<file path="src/rtl/bus_arbiter_if.sv">
// Arbiter <-> initiator/target signal bundle for the serial bus.
// Latency: none (wires only).
// Backpressure: none; initiators hold req until granted, the target paces with ack/split pulses.
//
// Modports:
//   master : the arbiter (drives grant, owner, bus_busy, init_ack, init_split_ack, timeout_err)
//   slave  : initiators + target side (drives req, tgt_ack, tgt_split_ack, tgt_split_rdy)
interface bus_arbiter_if #(
  parameter int NUM_INIT = 2
) ();
  localparam int OWNER_W = (NUM_INIT > 1) ? $clog2(NUM_INIT) : 1;

  logic [NUM_INIT-1:0] req;
  logic [NUM_INIT-1:0] grant;
  logic [OWNER_W-1:0]  owner;
  logic                bus_busy;
  logic                tgt_ack;
  logic                tgt_split_ack;
  logic                tgt_split_rdy;
  logic [NUM_INIT-1:0] init_ack;
  logic [NUM_INIT-1:0] init_split_ack;
  logic                timeout_err;

  modport master (
    input  req, tgt_ack, tgt_split_ack, tgt_split_rdy,
    output grant, owner, bus_busy, init_ack, init_split_ack, timeout_err
  );

  modport slave (
    output req, tgt_ack, tgt_split_ack, tgt_split_rdy,
    input  grant, owner, bus_busy, init_ack, init_split_ack, timeout_err
  );
endinterface

</file>
<file path="src/rtl/bus_arbiter.sv">
// Round-robin arbiter sharing one target path between NUM_INIT initiators, with one parked split owner.
// Latency: req -> grant 1 cycle; release 1 cycle after tgt_ack; init_ack/init_split_ack combinational.
// Backpressure: no preemption; a pending split resume waits until the current owner releases the bus.
//
// Ports: clk, rst_n (async active-low), bus (bus_arbiter_if.master: req/grant/owner/bus_busy,
//        tgt_ack/tgt_split_ack/tgt_split_rdy, init_ack/init_split_ack, timeout_err).
// Optional: define ARB_TIMEOUT_EN to enable the forced-release watchdog (TIMEOUT_CYCLES);
//           otherwise grant is held indefinitely and timeout_err is tied 0.
module bus_arbiter #(
  parameter int NUM_INIT = 2
`ifdef ARB_TIMEOUT_EN
  , parameter int TIMEOUT_CYCLES = 256
`endif
) (
  input logic           clk,
  input logic           rst_n,
  bus_arbiter_if.master bus
);
  localparam int OWNER_W = (NUM_INIT > 1) ? $clog2(NUM_INIT) : 1;

  typedef logic [NUM_INIT-1:0] vec_t;
  typedef logic [OWNER_W-1:0]  idx_t;
  typedef enum logic [1:0] {S_IDLE, S_GRANT, S_SPLIT_WAIT, S_RESUME} state_t;

  function automatic vec_t onehot(idx_t i);
    vec_t v;
    v    = '0;
    v[i] = 1'b1;
    return v;
  endfunction

  function automatic idx_t next_idx(idx_t i);
    return (int'(i) == NUM_INIT - 1) ? '0 : i + idx_t'(1);
  endfunction

  state_t state, state_n;
  vec_t   grant_q, grant_n;
  idx_t   owner_q, owner_n;
  idx_t   rr_ptr, rr_ptr_n;
  idx_t   split_owner, split_owner_n;
  logic   split_valid, split_valid_n;

  vec_t   parked, eligible;
  idx_t   winner, cand;
  logic   found;

`ifdef ARB_TIMEOUT_EN
  localparam int CNT_W = $clog2(TIMEOUT_CYCLES + 1);
  logic [CNT_W-1:0] cnt, cnt_n;
  logic             tmo_q, tmo_n;
`endif

  // A parked split owner is excluded from normal arbitration until its resume completes.
  assign parked   = split_valid ? onehot(split_owner) : '0;
  assign eligible = bus.req & ~parked;

  // First eligible initiator at or after rr_ptr, wrapping.
  always_comb begin
    found  = 1'b0;
    winner = '0;
    cand   = '0;
    for (int i = 0; i < NUM_INIT; i++) begin
      cand = idx_t'((int'(rr_ptr) + i) % NUM_INIT);
      if (!found && eligible[cand]) begin
        found  = 1'b1;
        winner = cand;
      end
    end
  end

  always_ff @(posedge clk or negedge rst_n) begin
    if (!rst_n) begin
      state       <= S_IDLE;
      grant_q     <= '0;
      owner_q     <= '0;
      rr_ptr      <= '0;
      split_owner <= '0;
      split_valid <= 1'b0;
`ifdef ARB_TIMEOUT_EN
      cnt         <= '0;
      tmo_q       <= 1'b0;
`endif
    end else begin
      state       <= state_n;
      grant_q     <= grant_n;
      owner_q     <= owner_n;
      rr_ptr      <= rr_ptr_n;
      split_owner <= split_owner_n;
      split_valid <= split_valid_n;
`ifdef ARB_TIMEOUT_EN
      cnt         <= cnt_n;
      tmo_q       <= tmo_n;
`endif
    end
  end

  always_comb begin
    state_n       = state;
    grant_n       = grant_q;
    owner_n       = owner_q;
    rr_ptr_n      = rr_ptr;
    split_owner_n = split_owner;
    split_valid_n = split_valid;

    unique case (state)
      S_IDLE: begin
        // A ready split response beats fresh requests.
        if (bus.tgt_split_rdy && split_valid) begin
          grant_n = onehot(split_owner);
          owner_n = split_owner;
          state_n = S_RESUME;
        end else if (found) begin
          grant_n = onehot(winner);
          owner_n = winner;
          state_n = S_GRANT;
        end
      end
      S_GRANT: begin
        // tgt_ack wins over a simultaneous split_ack; a second split while one is parked is ignored.
        if (bus.tgt_ack) begin
          grant_n  = '0;
          rr_ptr_n = next_idx(owner_q);
          state_n  = S_IDLE;
        end else if (bus.tgt_split_ack && !split_valid) begin
          split_owner_n = owner_q;
          split_valid_n = 1'b1;
          grant_n       = '0;
          rr_ptr_n      = next_idx(owner_q);
          state_n       = S_SPLIT_WAIT;
        end else if (!bus.req[owner_q]) begin
          grant_n  = '0;
          rr_ptr_n = next_idx(owner_q);
          state_n  = S_IDLE;
        end
      end
      S_SPLIT_WAIT: state_n = S_IDLE;
      S_RESUME: begin
        if (bus.tgt_ack) begin
          split_valid_n = 1'b0;
          grant_n       = '0;
          state_n       = S_IDLE;
        end
      end
      default: state_n = S_IDLE;
    endcase

`ifdef ARB_TIMEOUT_EN
    // Counts granted cycles while no transition is already underway; restarts on every state entry.
    tmo_n = 1'b0;
    cnt_n = '0;
    if ((state == S_GRANT || state == S_RESUME) && state_n == state) begin
      if (cnt == CNT_W'(TIMEOUT_CYCLES - 1)) begin
        grant_n  = '0;
        rr_ptr_n = next_idx(owner_q);
        tmo_n    = 1'b1;
        state_n  = S_IDLE;
        if (state == S_RESUME) split_valid_n = 1'b0;
      end else begin
        cnt_n = cnt + CNT_W'(1);
      end
    end
`endif
  end

  assign bus.grant          = grant_q;
  assign bus.owner          = owner_q;
  assign bus.bus_busy       = |grant_q;
  // grant is already the owner's one-hot, and zero when the bus is idle.
  assign bus.init_ack       = bus.tgt_ack ? grant_q : '0;
  assign bus.init_split_ack = (state == S_GRANT && bus.tgt_split_ack && !bus.tgt_ack && !split_valid)
                              ? grant_q : '0;
`ifdef ARB_TIMEOUT_EN
  assign bus.timeout_err    = tmo_q;
`else
  assign bus.timeout_err    = 1'b0;
`endif
endmodule

</file>
<file path="src/flat_wrapper.sv">
// flat-port wrapper written by rule: the top's interface ports become plain ports
module bus_arbiter_flat 
#(
  parameter int NUM_INIT = 2

)
  (clk, rst_n, bus_req, bus_tgt_ack, bus_tgt_split_ack, bus_tgt_split_rdy, bus_grant, bus_owner, bus_bus_busy, bus_init_ack, bus_init_split_ack, bus_timeout_err);
  bus_arbiter_if #(.NUM_INIT(NUM_INIT)) bus_i ();
  input logic clk;
  input logic rst_n;
  input wire logic [$bits(bus_i.req)-1:0] bus_req;
  input wire logic [$bits(bus_i.tgt_ack)-1:0] bus_tgt_ack;
  input wire logic [$bits(bus_i.tgt_split_ack)-1:0] bus_tgt_split_ack;
  input wire logic [$bits(bus_i.tgt_split_rdy)-1:0] bus_tgt_split_rdy;
  output wire logic [$bits(bus_i.grant)-1:0] bus_grant;
  output wire logic [$bits(bus_i.owner)-1:0] bus_owner;
  output wire logic [$bits(bus_i.bus_busy)-1:0] bus_bus_busy;
  output wire logic [$bits(bus_i.init_ack)-1:0] bus_init_ack;
  output wire logic [$bits(bus_i.init_split_ack)-1:0] bus_init_split_ack;
  output wire logic [$bits(bus_i.timeout_err)-1:0] bus_timeout_err;
  assign bus_i.req = bus_req;
  assign bus_i.tgt_ack = bus_tgt_ack;
  assign bus_i.tgt_split_ack = bus_tgt_split_ack;
  assign bus_i.tgt_split_rdy = bus_tgt_split_rdy;
  assign bus_grant = bus_i.grant;
  assign bus_owner = bus_i.owner;
  assign bus_bus_busy = bus_i.bus_busy;
  assign bus_init_ack = bus_i.init_ack;
  assign bus_init_split_ack = bus_i.init_split_ack;
  assign bus_timeout_err = bus_i.timeout_err;
  bus_arbiter #(.NUM_INIT(NUM_INIT)) u_core (.clk(clk), .rst_n(rst_n), .bus(bus_i));
endmodule
</file>
<file path="config.mk">
export PLATFORM = sky130hd
export DESIGN_NAME = bus_arbiter_flat
export DESIGN_NICKNAME = d
export VERILOG_FILES = /design/src/rtl/bus_arbiter_if.sv /design/src/rtl/bus_arbiter.sv /design/src/flat_wrapper.sv
export SDC_FILE = /design/constraint.sdc
export NUM_CORES = 1
export LEC_CHECK = 0
export CAP_MARGIN = 20
export CORE_AREA = 2 2 39 41
export CTS_CLUSTER_DIAMETER = 150
export CTS_CLUSTER_SIZE = 25
export DETAILED_ROUTE_END_ITERATION = 7
export DIE_AREA = 0 0 41 43
export GPL_TIMING_DRIVEN = 0
export HOLD_SLACK_MARGIN = 0.15
export PLACE_DENSITY_LB_ADDON = 0.3
export SLEW_MARGIN = 30
export SYNTH_ARGS = -nofsm -noshare
export SYNTH_HDL_FRONTEND = slang
export SYNTH_SLANG_ARGS = --single-unit
</file>
<file path="constraint.sdc">
create_clock -name clk -period 1.65 [get_ports clk]
set_input_delay 0.33 -clock clk [delete_from_list [all_inputs] [get_ports clk]]
set_output_delay 0.33 -clock clk [all_outputs]
set_load 0.03 [all_outputs]
</file>
# Yosys cells after proc, flatten, opt, wreduce, memory -nomap -nowiden
# Cells that the tools add are included.
totals:
  reg_bits: 8
  input_bits: 7
  out_inout_bits: 9
  wordCells: 88
classes:
  addsub: 2
  n_lt_le_gt_ge: 7
  n_eq_ne: 9
  muxes: 39
  bitwise: 3
  reduce_logical: 22
ops:
  columns: ["cell", "count"]
  rows:
  - ["2-bit 2-to-1 mux", 13]
  - ["1-bit 2-to-1 mux", 21]
  - ["1-bit by 2-bit less-than comparator with 1-bit output, second input constant", 5]
  - ["1-bit logical AND", 8]
  - ["2-bit case mux with 4 select lines", 1]
  - ["4-bit AND reduction", 2]
  - ["2-bit case mux with 3 select lines", 1]
  - ["3-bit AND reduction", 2]
  - ["2-bit equality test, second input constant", 2]
  - ["2-bit != test, second input constant", 2]
  - ["4-bit by 3-bit != test with 1-bit output, second input constant", 1]
  - ["2-bit AND reduction", 2]
  - ["2-bit nonzero test", 2]
  - ["1-bit logical NOT", 3]
  - ["3-bit by 1-bit != test with 1-bit output, second input constant", 1]
  - ["3-bit by 2-bit != test with 1-bit output, second input constant", 1]
  - ["3-bit nonzero test", 1]
  - ["1-bit adder, second input constant", 2]
  - ["2-bit bitwise AND", 1]
  - ["1-bit demux with 1-bit select", 2]
  - ["2-bit by 1-bit equality test with 1-bit output, second input constant", 1]
  - ["1-bit >= comparator, second input constant", 2]
  - ["2-bit logical NOT", 1]
  - ["2-bit by 1-bit != test with 1-bit output, second input constant", 1]
  - ["other kinds (4)", 4]

# Logic depth before layout (Yosys ltp)
# Gate-level depths: netlist of run 1.
depth:
  word_depth: 20
  ltp_mapped: 5
  mapped_depth_nobuf: 4

# Worst setup path before layout of run 1
# OpenSTA, ideal clock, no wires.
synth_path:
  kind: "flip-flop to output port"
  startpoint: "reg u_core.split_valid"
  endpoint: "out bus_init_split_ack[0]"
  arrival_ns: 1.268
  t_required_ns: 1.320
  setup_slack_ns: 0.052
  stages_incl_launch_ff: 5
  n_path_buf: 1
  path_cell_list: "dfrtp_1 -> buf_2 -> nor2b_2 -> nor3b_1 -> and2_1"
synth_between:
  elab_chain_len: 3
synth_rtl:
  columns: ["item", "line", "rtl"]
  rows:
  - ["start: declaration", "bus_arbiter.sv:41", "logic split_valid, split_valid_n;"]
  - ["start signal: assignment", "bus_arbiter.sv:89", "split_valid <= split_valid_n;"]
  - ["1-bit logical NOT", "bus_arbiter.sv:170", "assign bus.init_split_ack = (state == S_GRANT && bus.tgt_split_ack && !bus.tgt_ack && !split_valid)"]
  - ["1-bit logical AND", "bus_arbiter.sv:170", null]
  - ["2-bit 2-to-1 mux", "bus_arbiter.sv:171", "? grant_q : '0;"]
  - ["end: declaration", "flat_wrapper.sv:19", "output wire logic [$bits(bus_i.init_split_ack)-1:0] bus_init_split_ack;"]
# Every way passes these cells.

# Worst setup path after layout of run 1
layout_path:
  startpoint: "reg u_core.split_valid"
  endpoint: "out bus_init_split_ack[1]"
# The elaborated chain is that of the path after synthesis.

==> flow_summary_export.csv, run 1 <==
group,metric,value,unit
status,status,"completed",
logic_synthesis,yosysTopAreaCellShare,0.399,
route,routed_wl,1.18,mm
clocking,cts.clk_slew.worst_paths,60,ps
sta,slew_violations,0,
job,drv_cap,0,
finish,fillers,119,
route,firstDrtPassIters,4,
global_route,gr-total-overflow,0,
place,numPortBuffers,14,
sta,period_needed,1640,ps
finish,drive_gt1_frac,0.354,
power_and_ir_drop,max-vdd-ir-drop,735,uV
clocking,cts_max_path_buffers,2,
critical_path,reg2reg_slack,30,ps
sta,hold_viol_final,0,
power_and_ir_drop,internal-power,697,uW
logic_synthesis,synth_common_cells,"8 x dfrtp_1, 6 x nand2_1, 5 x and2_1, 5 x o21ai_0",
critical_path,critPathKind,"flip-flop to output port",
logic_synthesis,syn-num-nets,61,
global_route,grt_pass1_vias,456,
critical_path,r2r-end,"u_core.split_owner",
power_and_ir_drop,switchingPower,535,uW
critical_path,start_kind,"flip-flop",
logic_synthesis,ys_warn_count,0,
critical_path,worst_r2r_path_depth,8,
clocking,cts_made_buffers,3,
critical_path,required,1320,ps
power_and_ir_drop,pwr_density_cell,1560,nW/um2
finish,fin_nets,88,
logic_synthesis,syn_area,502,um2
logic_synthesis,yosysSeqAreaShare,0.399,
critical_path,crit_path_max_fanout,3,
clocking,h-tree-depth,1,
logic_synthesis,ys.flop_type,"dfrtp_1",
die,rows,14,
sta,finalCritPeriodShare,0.994,
logic_synthesis,ys_async_sr_fraction,1.00,
global_route,antenna_found_initial,0,
logic_synthesis,ys_ff_latch,8,
logic_synthesis,yosys.area.top_type,"dfrtp_1",
route,drc_errors,0,
die,initial_utilization,0.363,
sta,setup_slack,10.6,ps
logic_synthesis,synth_area_leaders,"dfrtp_1 40%, and2_1 6.2%, a2111oi_4 5.5%, o21ai_0 5.0%, nand2_1 4.5%",
critical_path,rr_startpoint,"u_core.split_valid",
logic_synthesis,yosysMostFrequentCell,"dfrtp_1",
route,num_vias,488,
global_route,grt_pass1_wl,1.99,mm
finish,n_antenna_cell,0,
die,die_h,43,um
clocking,insertion_delay,250,ps
route,avgViaCountPerCell,5.14,
global_route,grt_usage,0.170,
logic_synthesis,synthCells,54,
sta,setup_violations,0,
logic_synthesis,synth_area_per_cell,9.29,um2
die,dieArea,1760,um2
finish,area_growth_syn_to_layout,57.6,%
finish,final_util,0.571,
die,ios,16,
place,hpwl,778,um
route,ant_nets,0,
power_and_ir_drop,p_sw_frac,0.434,
critical_path,critPathCaptureType,"output port",
clocking,cts.sinks,8,
power_and_ir_drop,power_leakage,0.391,nW
route,drt_iter0_markers,8,
clocking,cts_tree,"yes",
sta,max_freq,610,MHz
sta,clock_skew,7.77,ps
place,dpl_worst_slack,-949,ps
worst_hold_path,hp-class,"input pin to async pin",
die,chipWidth,41,um
logic_synthesis,ys_types,27,
clocking,cts-root-buf,"clkbuf_4",
sta,rsz0062_at_grt,"yes",
power_and_ir_drop,seq_power_share,0.342,
power_and_ir_drop,clockPowerShare,0.116,
die,core,1380,um2
clocking,ctsHoldBuffers,0,
power_and_ir_drop,combPwrFrac,0.541,
place,gp_congestion,0.770,
route,wl_per_cell,12.4,um
global_route,grt_max_degree,9,
critical_path,cp.arrival,1310,ps
logic_synthesis,synth-edff-count,0,
-- power groups by stage --
stage          sequential [mW]  combinational [mW]  clock (mW)
2_1_floorplan            0.446               0.362           0
3_3_place_gp             0.404               0.603           0
3_5_place_dp             0.411               0.606           0
4_1_cts                  0.421               0.672       0.150
5_1_grt                  0.439               0.724       0.162
6_report                 0.422               0.667       0.143
-- placed cells by master (no fill, tap or decap), drive strengths merged, types with 2 or more instances in the layout --
cell type / synthesis / layout
and2: 5 / 5
buf: 2 / 12
clkbuf: 0 / 5
clkdlybuf4s50: 0 / 2
dfrtp: 8 / 8
dlygate4sd2: 0 / 6
dlymetal6s2s: 0 / 2
inv: 3 / 3
mux2i: 2 / 2
nand2: 6 / 6
nor2: 3 / 3
nor2b: 3 / 3
nor3b: 2 / 2
o21ai: 5 / 5
o311ai: 2 / 2
-- metal layers --
metal | GRT usage | wire [um] | up-vias
li1 | - | - | 241
met4 | 0.0600 | 0 | 0
met3 | 0.0314 | 76 | 0
met2 | 0.266 | 595 | 14
met1 | 0.223 | 504 | 233
met5 | 0 | 0 | -
-- sequential cells by signal, indices dropped and copies added (netlist names) --
register / cells
u_core.split_valid: 1
u_core.bus.grant: 2
u_core.split_owner: 1
u_core.bus.owner: 1
u_core.rr_ptr: 1
u_core.state: 2
-- repair_timing --
item | CTS | global route
pin swaps | 3 | 2
buffers inserted | 9 | 1
cloned | 0 | 0
setup endpoints to repair | 10 | 8
gates resized for setup | 39 | 7
-- worst max-delay path by stage --
stage                                   from                     to  slack, ps  cells after the start
final                     u_core.split_valid  bus_init_split_ack[1]         10                      4
after global routing      u_core.split_valid  bus_init_split_ack[1]        -60                      4
after CTS                 u_core.split_valid     u_core.split_owner        -80                     10
after detailed placement         bus_tgt_ack  bus_init_split_ack[1]       -950                      6
after global placement           bus_tgt_ack  bus_init_split_ack[1]       -960                      6
after floorplan           u_core.split_valid  bus_init_split_ack[0]         50                      4
-- worst max-delay path: stages (launching register included) --
cell and delay, ps:
dfrtp_2 420, nor2b_4 130, nor3b_4 230, and2_1 170, buf_6 130
-- cells by family after synthesis --
kind of cell	Yosys count	synth area share
buffers and inverters	5	0.0474
muxes	3	0.0623
AOI/OAI and AO/OA	14	0.232
DFF	8	0.399
other	1	0.00747
and+or+nand+nor	23	0.252
-- area by class of cell --
cell class	instances	area, um2	area share
Multi-Input combinational cell	41	314	0.397
Timing Repair Buffer	23	213	0.269
Sequential cell	8	203	0.256
Clock buffer	3	22.5	0.0285
Tap cell	16	20.0	0.0253
Inverter	3	11.3	0.0142
Buffer	1	7.51	0.00949
-- per-stage QoR --
step                TNS [ps]  cell area (um2)  power (mW)  std cells  hold WS, ps
floorplan                  0              502       0.809         54         34.4
global placement       -3900              662        1.01         84          461
detailed placement     -3980              662        1.02         84          490
CTS                     -175              803        1.24         96          364
global route            -172              791        1.33         95          383
finish                     0              791        1.23         95          364
No activity file was read; power rests on OpenSTA's default activity.
==> inputs of run 2 (changes only) <==
- clock period: 1.65 -> 1.4 ns (I/O delays scaled with it)
==> flow_summary_export.csv, run 2 (synthesis results as in run 1) <==
group,metric,value,unit
finish,fin_cells,93,
route,drt_iter0_markers,7,
critical_path,crit_family,"simple AND/OR/NAND/NOR gates",
route,routed_wl,1.25,mm
die,initial_utilization,0.363,
die,rows,14,
global_route,grt_max_degree,9,
global_route,antenna_found_initial,0,
status,failed_checks,"negative setup slack",
clocking,cts_made_buffers,3,
global_route,gr-total-overflow,0,
finish,final_util,0.552,
clocking,cts_tree,"yes",
critical_path,start_kind,"flip-flop",
clocking,h-tree-depth,1,
power_and_ir_drop,switchingPower,656,uW
place,hpwl,833,um
global_route,grt_usage,0.173,
critical_path,crit_path_max_fanout,3,
sta,worst_slew_pin_slew,488,ps
clocking,insertion_delay,250,ps
clocking,cts.clk_slew.worst_paths,60,ps
critical_path,critPathKind,"flip-flop to output port",
job,drv_cap,0,
global_route,grt_pass1_wl,2.03,mm
power_and_ir_drop,seq_power_share,0.314,
critical_path,required,1120,ps
global_route,grt_pass1_vias,484,
finish,final_cell_mix,"7 x buf_4, 7 x dlygate4sd2_1, 7 x dfrtp_1, 5 x nand2_1, 5 x o21ai_0",
critical_path,crit_path_max_incr_delay,420,ps
sta,slew_violations,0,
sta,setup_slack,-194,ps
place,placed_area,686,um2
clocking,cts-root-buf,"clkbuf_4",
power_and_ir_drop,totalPowerFinal,1.52,mW
sta,finalCritPeriodShare,1.14,
sta,rsz0062_at_grt,"yes",
critical_path,critPathCaptureType,"output port",
finish,drive_gt1_frac,0.364,
sta,setup_violations,6,
critical_path,crit_slowest_cell,"dfrtp_1",
route,drc_errors,0,
critical_path,cp.arrival,1310,ps
route,num_vias,464,
power_and_ir_drop,internal-power,867,uW
die,dieArea,1760,um2
sta,period_needed,1590,ps
critical_path,critPathBufInv,1,
sta,max_freq,628,MHz
finish,fin_nets,86,
finish,area_growth_syn_to_layout,52.4,%
place,placedCellCount,84,
sta,relSlewSlack,0.671,
power_and_ir_drop,p_sw_frac,0.431,
route,firstDrtPassIters,4,
power_and_ir_drop,clockPowerShare,0.118,
power_and_ir_drop,power_leakage,0.361,nW
route,avgViaCountPerCell,4.99,
place,numPortBuffers,14,
die,die_h,43,um
clocking,cts.sinks,8,
finish,final_cell_area,764,um2
power_and_ir_drop,pwr_density_cell,1990,nW/um2
route,ant_nets,0,
worst_hold_path,hp-class,"input pin to async pin",
sta,hold_viol_final,0,
die,chipWidth,41,um
clocking,cts_max_path_buffers,2,
sta,clock_skew,1.74,ps
clocking,ctsHoldBuffers,0,
critical_path,cp_cell_sequence,"nor2b_4, nor3b_4, and2_4, buf_6",
status,status,"finished, violations left",
finish,n_antenna_cell,0,
die,core,1380,um2
power_and_ir_drop,max-vdd-ir-drop,851,uV
place,gp_congestion,0.761,
power_and_ir_drop,combPwrFrac,0.568,
die,ios,16,
critical_path,reg2reg_slack,-130,ps
route,wl_per_cell,13.4,um
run 2: cell types whose count changed in the layout (fill, tap and decap cells not counted), sizes merged:
cell           change
clkbuf             -2
dlymetal6s2s       -2
buf                +1
clkdlybuf4s15      +1
clkdlybuf4s50      -1
dlygate4sd2        +1
run 2: worst reg2reg max path: cells and delay by family (launching register included):
| family | cells | cell delay (ps) |
|---|---|---|
| compound gates | 2 | 620 |
| buf+inv | 1 | 160 |
| flops | 1 | 420 |
| simple gates | 2 | 220 |
run 2: per-layer routing:
layer	share of wire	wire length [um]	global-route usage	up-vias
li1	-	-	-	234
met1	0.45	556	0.217	219
met2	0.50	625	0.263	9
met3	0.045	56	0.0471	2
met4	0.0072	9	0.0800	0
met5	0	0	0	-
run 2: power groups by stage:
stage / clock network (mW) / registers (mW) / logic, mW
6_report: 0.180 / 0.478 / 0.866
3_5_place_dp: 0 / 0.486 / 0.748
3_3_place_gp: 0 / 0.481 / 0.736
2_1_floorplan: 0 / 0.532 / 0.450
5_1_grt: 0.190 / 0.497 / 0.940
4_1_cts: 0.182 / 0.460 / 0.917
run 2: cell type report:
cell class                      instances  area, um2
Sequential cell                         8        201
Inverter                                3       11.3
Buffer                                  1       7.51
Multi-Input combinational cell         41        320
Fill cell                             132        619
Tap cell                               16       20.0
Timing Repair Buffer                   21        181
Clock buffer                            3       22.5
run 2: final timing paths:
kind                                              end               start  depth (start not counted)
min in group clk                   u_core.split_valid   bus_tgt_split_ack                          3
worst min-delay path              u_core.bus.grant[0]               rst_n                          1
worst max-delay path            bus_init_split_ack[1]  u_core.split_valid                          4
worst min register to register          u_core.rr_ptr       u_core.rr_ptr                          2
worst max register to register    u_core.bus.grant[1]  u_core.split_valid                          5
max in group asynchronous             u_core.state[0]               rst_n                          1
run 2: repair_timing:
item                       CTS  global route
pin swaps                    5             5
setup endpoints to repair   13            11
buffers inserted             8             0
gates cloned                 0             0
resized for setup           42             8
run 2: per-stage QoR:
step	setup slack [ps]	hold slack, ps	setup TNS [ps]
global placement	-1020	462	-5270
detailed placement	-1020	490	-5470
finish	-194	309	-745
floorplan	-18.8	-15.6	-35.8
global route	-266	336	-1320
CTS	-260	319	-1160
==> inputs of run 3 (changes only) <==
- CTS_CLUSTER_SIZE: 25 -> 16
- PLACE_DENSITY: unset -> 0.7
- PLACE_DENSITY_LB_ADDON: 0.3 -> unset
==> flow_summary_export.csv, run 3 (synthesis results as in run 1) <==
group,metric,value,unit
power_and_ir_drop,totalPowerFinal,1.60,mW
job,drv_cap,0,
global_route,grt_pass1_vias,457,
global_route,gr-total-overflow,0,
place,placedCellCount,84,
die,core,1380,um2
critical_path,crit_path_max_incr_delay,420,ps
place,gp_congestion,0.762,
global_route,grt_max_degree,9,
critical_path,cp.arrival,1330,ps
clocking,cts.clk_slew.worst_paths,50,ps
critical_path,critPathKind,"flip-flop to output port",
finish,n_antenna_cell,0,
finish,fillers,121,
die,initial_utilization,0.363,
status,failed_checks,"negative setup slack",
place,numPortBuffers,14,
die,ios,16,
power_and_ir_drop,max-vdd-ir-drop,806,uV
finish,final_cell_mix,"10 x buf_4, 7 x dfrtp_1, 6 x dlygate4sd2_1, 5 x nand2_1, 5 x o21ai_0",
critical_path,crit_cells,4,
sta,hold_viol_final,0,
power_and_ir_drop,pwr_density_cell,2020,nW/um2
clocking,cts-root-buf,"clkbuf_4",
die,rows,14,
place,hpwl,861,um
critical_path,required,1120,ps
finish,final_common_cell,"buf_4",
status,status,"finished, violations left",
route,num_vias,484,
global_route,antenna_found_initial,0,
finish,fin_nets,89,
worst_hold_path,hp-class,"input pin to async pin",
sta,max_freq,622,MHz
route,drt_iter0_markers,11,
sta,setup_slack,-209,ps
clocking,ctsHoldBuffers,0,
route,firstDrtPassIters,4,
critical_path,critPathBufInv,1,
critical_path,r2r-end,"u_core.bus.owner",
critical_path,start_kind,"flip-flop",
clocking,cts_tree,"yes",
finish,area_growth_syn_to_layout,57.9,%
critical_path,crit_path_max_fanout,3,
critical_path,reg2reg_slack,-110,ps
critical_path,crit_end,"bus_init_split_ack[1]",
critical_path,cp_cell_sequence,"nor2b_4, nor3b_4, and2_4, buf_6",
critical_path,worst_r2r_path_depth,4,
sta,finalCritPeriodShare,1.15,
critical_path,crit_family,"simple AND/OR/NAND/NOR gates",
clocking,cts.sinks,8,
route,avgViaCountPerCell,5.04,
route,wl_per_cell,13.5,um
die,chipWidth,41,um
die,die_h,43,um
critical_path,critPathLaunch,"u_core.split_valid",
critical_path,critPathCaptureType,"output port",
clocking,cts_max_path_buffers,2,
clocking,cts_made_buffers,3,
global_route,grt_pass1_wl,2.02,mm
sta,rsz0062_at_grt,"yes",
critical_path,rr_startpoint,"u_core.split_owner",
sta,period_needed,1610,ps
sta,slew_violations,0,
clocking,insertion_delay,250,ps
finish,fin_cells,96,
sta,clock_skew,4.29,ps
power_and_ir_drop,power_leakage,0.376,nW
finish,drive_gt1_frac,0.388,
route,routed_wl,1.30,mm
route,drc_errors,0,
die,dieArea,1760,um2
route,ant_nets,0,
critical_path,crit_slowest_cell,"dfrtp_1",
sta,setup_violations,7,
global_route,grt_usage,0.175,
clocking,h-tree-depth,1,
run 3: routing by layer:
layer	global-route usage	wire length, um	up-vias
met2	0.259	674	13
met5	0	0	-
li1	-	-	241
met1	0.227	589	230
met4	0.120	0	0
met3	0.0157	35	0
run 3: how the worst min path moves through the flow:
stage                                     end  slack (ps)  depth (start not counted)
after global routing       u_core.split_owner         330                          1
after CTS                    u_core.bus.owner         320                          1
after detailed placement        u_core.rr_ptr         470                          2
after global placement          u_core.rr_ptr         460                          2
final                        u_core.bus.owner         310                          1
after floorplan           u_core.bus.grant[0]         -20                          0
run 3: worst register-to-register path, stage by stage, from the launching register on:
cell	delay [ps]
dfrtp_1	400
mux2i_2	180
a2111oi_4	490
o211ai_1	200
o21a_1	150
run 3: what timing repair did:
item | in CTS | in global routing
gates resized for setup | 43 | 8
endpoints found under the setup margin | 13 | 12
pin swaps | 6 | 5
setup buffers | 9 | 1
run 3: layout make-up:
cell class,instances,area [um2],area share
Clock buffer,3,22.5,0.0284
Inverter,3,11.3,0.0142
Buffer,1,7.51,0.00948
Multi-Input combinational cell,41,324,0.409
Sequential cell,8,201,0.254
Timing Repair Buffer,24,205,0.259
Tap cell,16,20.0,0.0253
run 3: through the flow:
stage                      util  cell area, um2  worst slack (ps)  hold WS [ps]  TNS [ps]
after floorplan               -             526             -18.8         -15.6     -35.8
final                     0.572             792              -209           313      -624
after CTS                 0.580             803              -262           315      -875
after global routing      0.572             792              -277           327     -1050
after detailed placement  0.495             686             -1040           468     -5510
after global placement    0.495             686             -1040           463     -5320
run 3: power by group:
| part | total, mW | internal, mW | switching (mW) |
|---|---|---|---|
| Clock | 0.174 | 0.0980 | 0.0764 |
| Combinational | 0.949 | 0.482 | 0.466 |
| Sequential | 0.474 | 0.343 | 0.132 |
| Total | 1.60 | 0.923 | 0.674 |
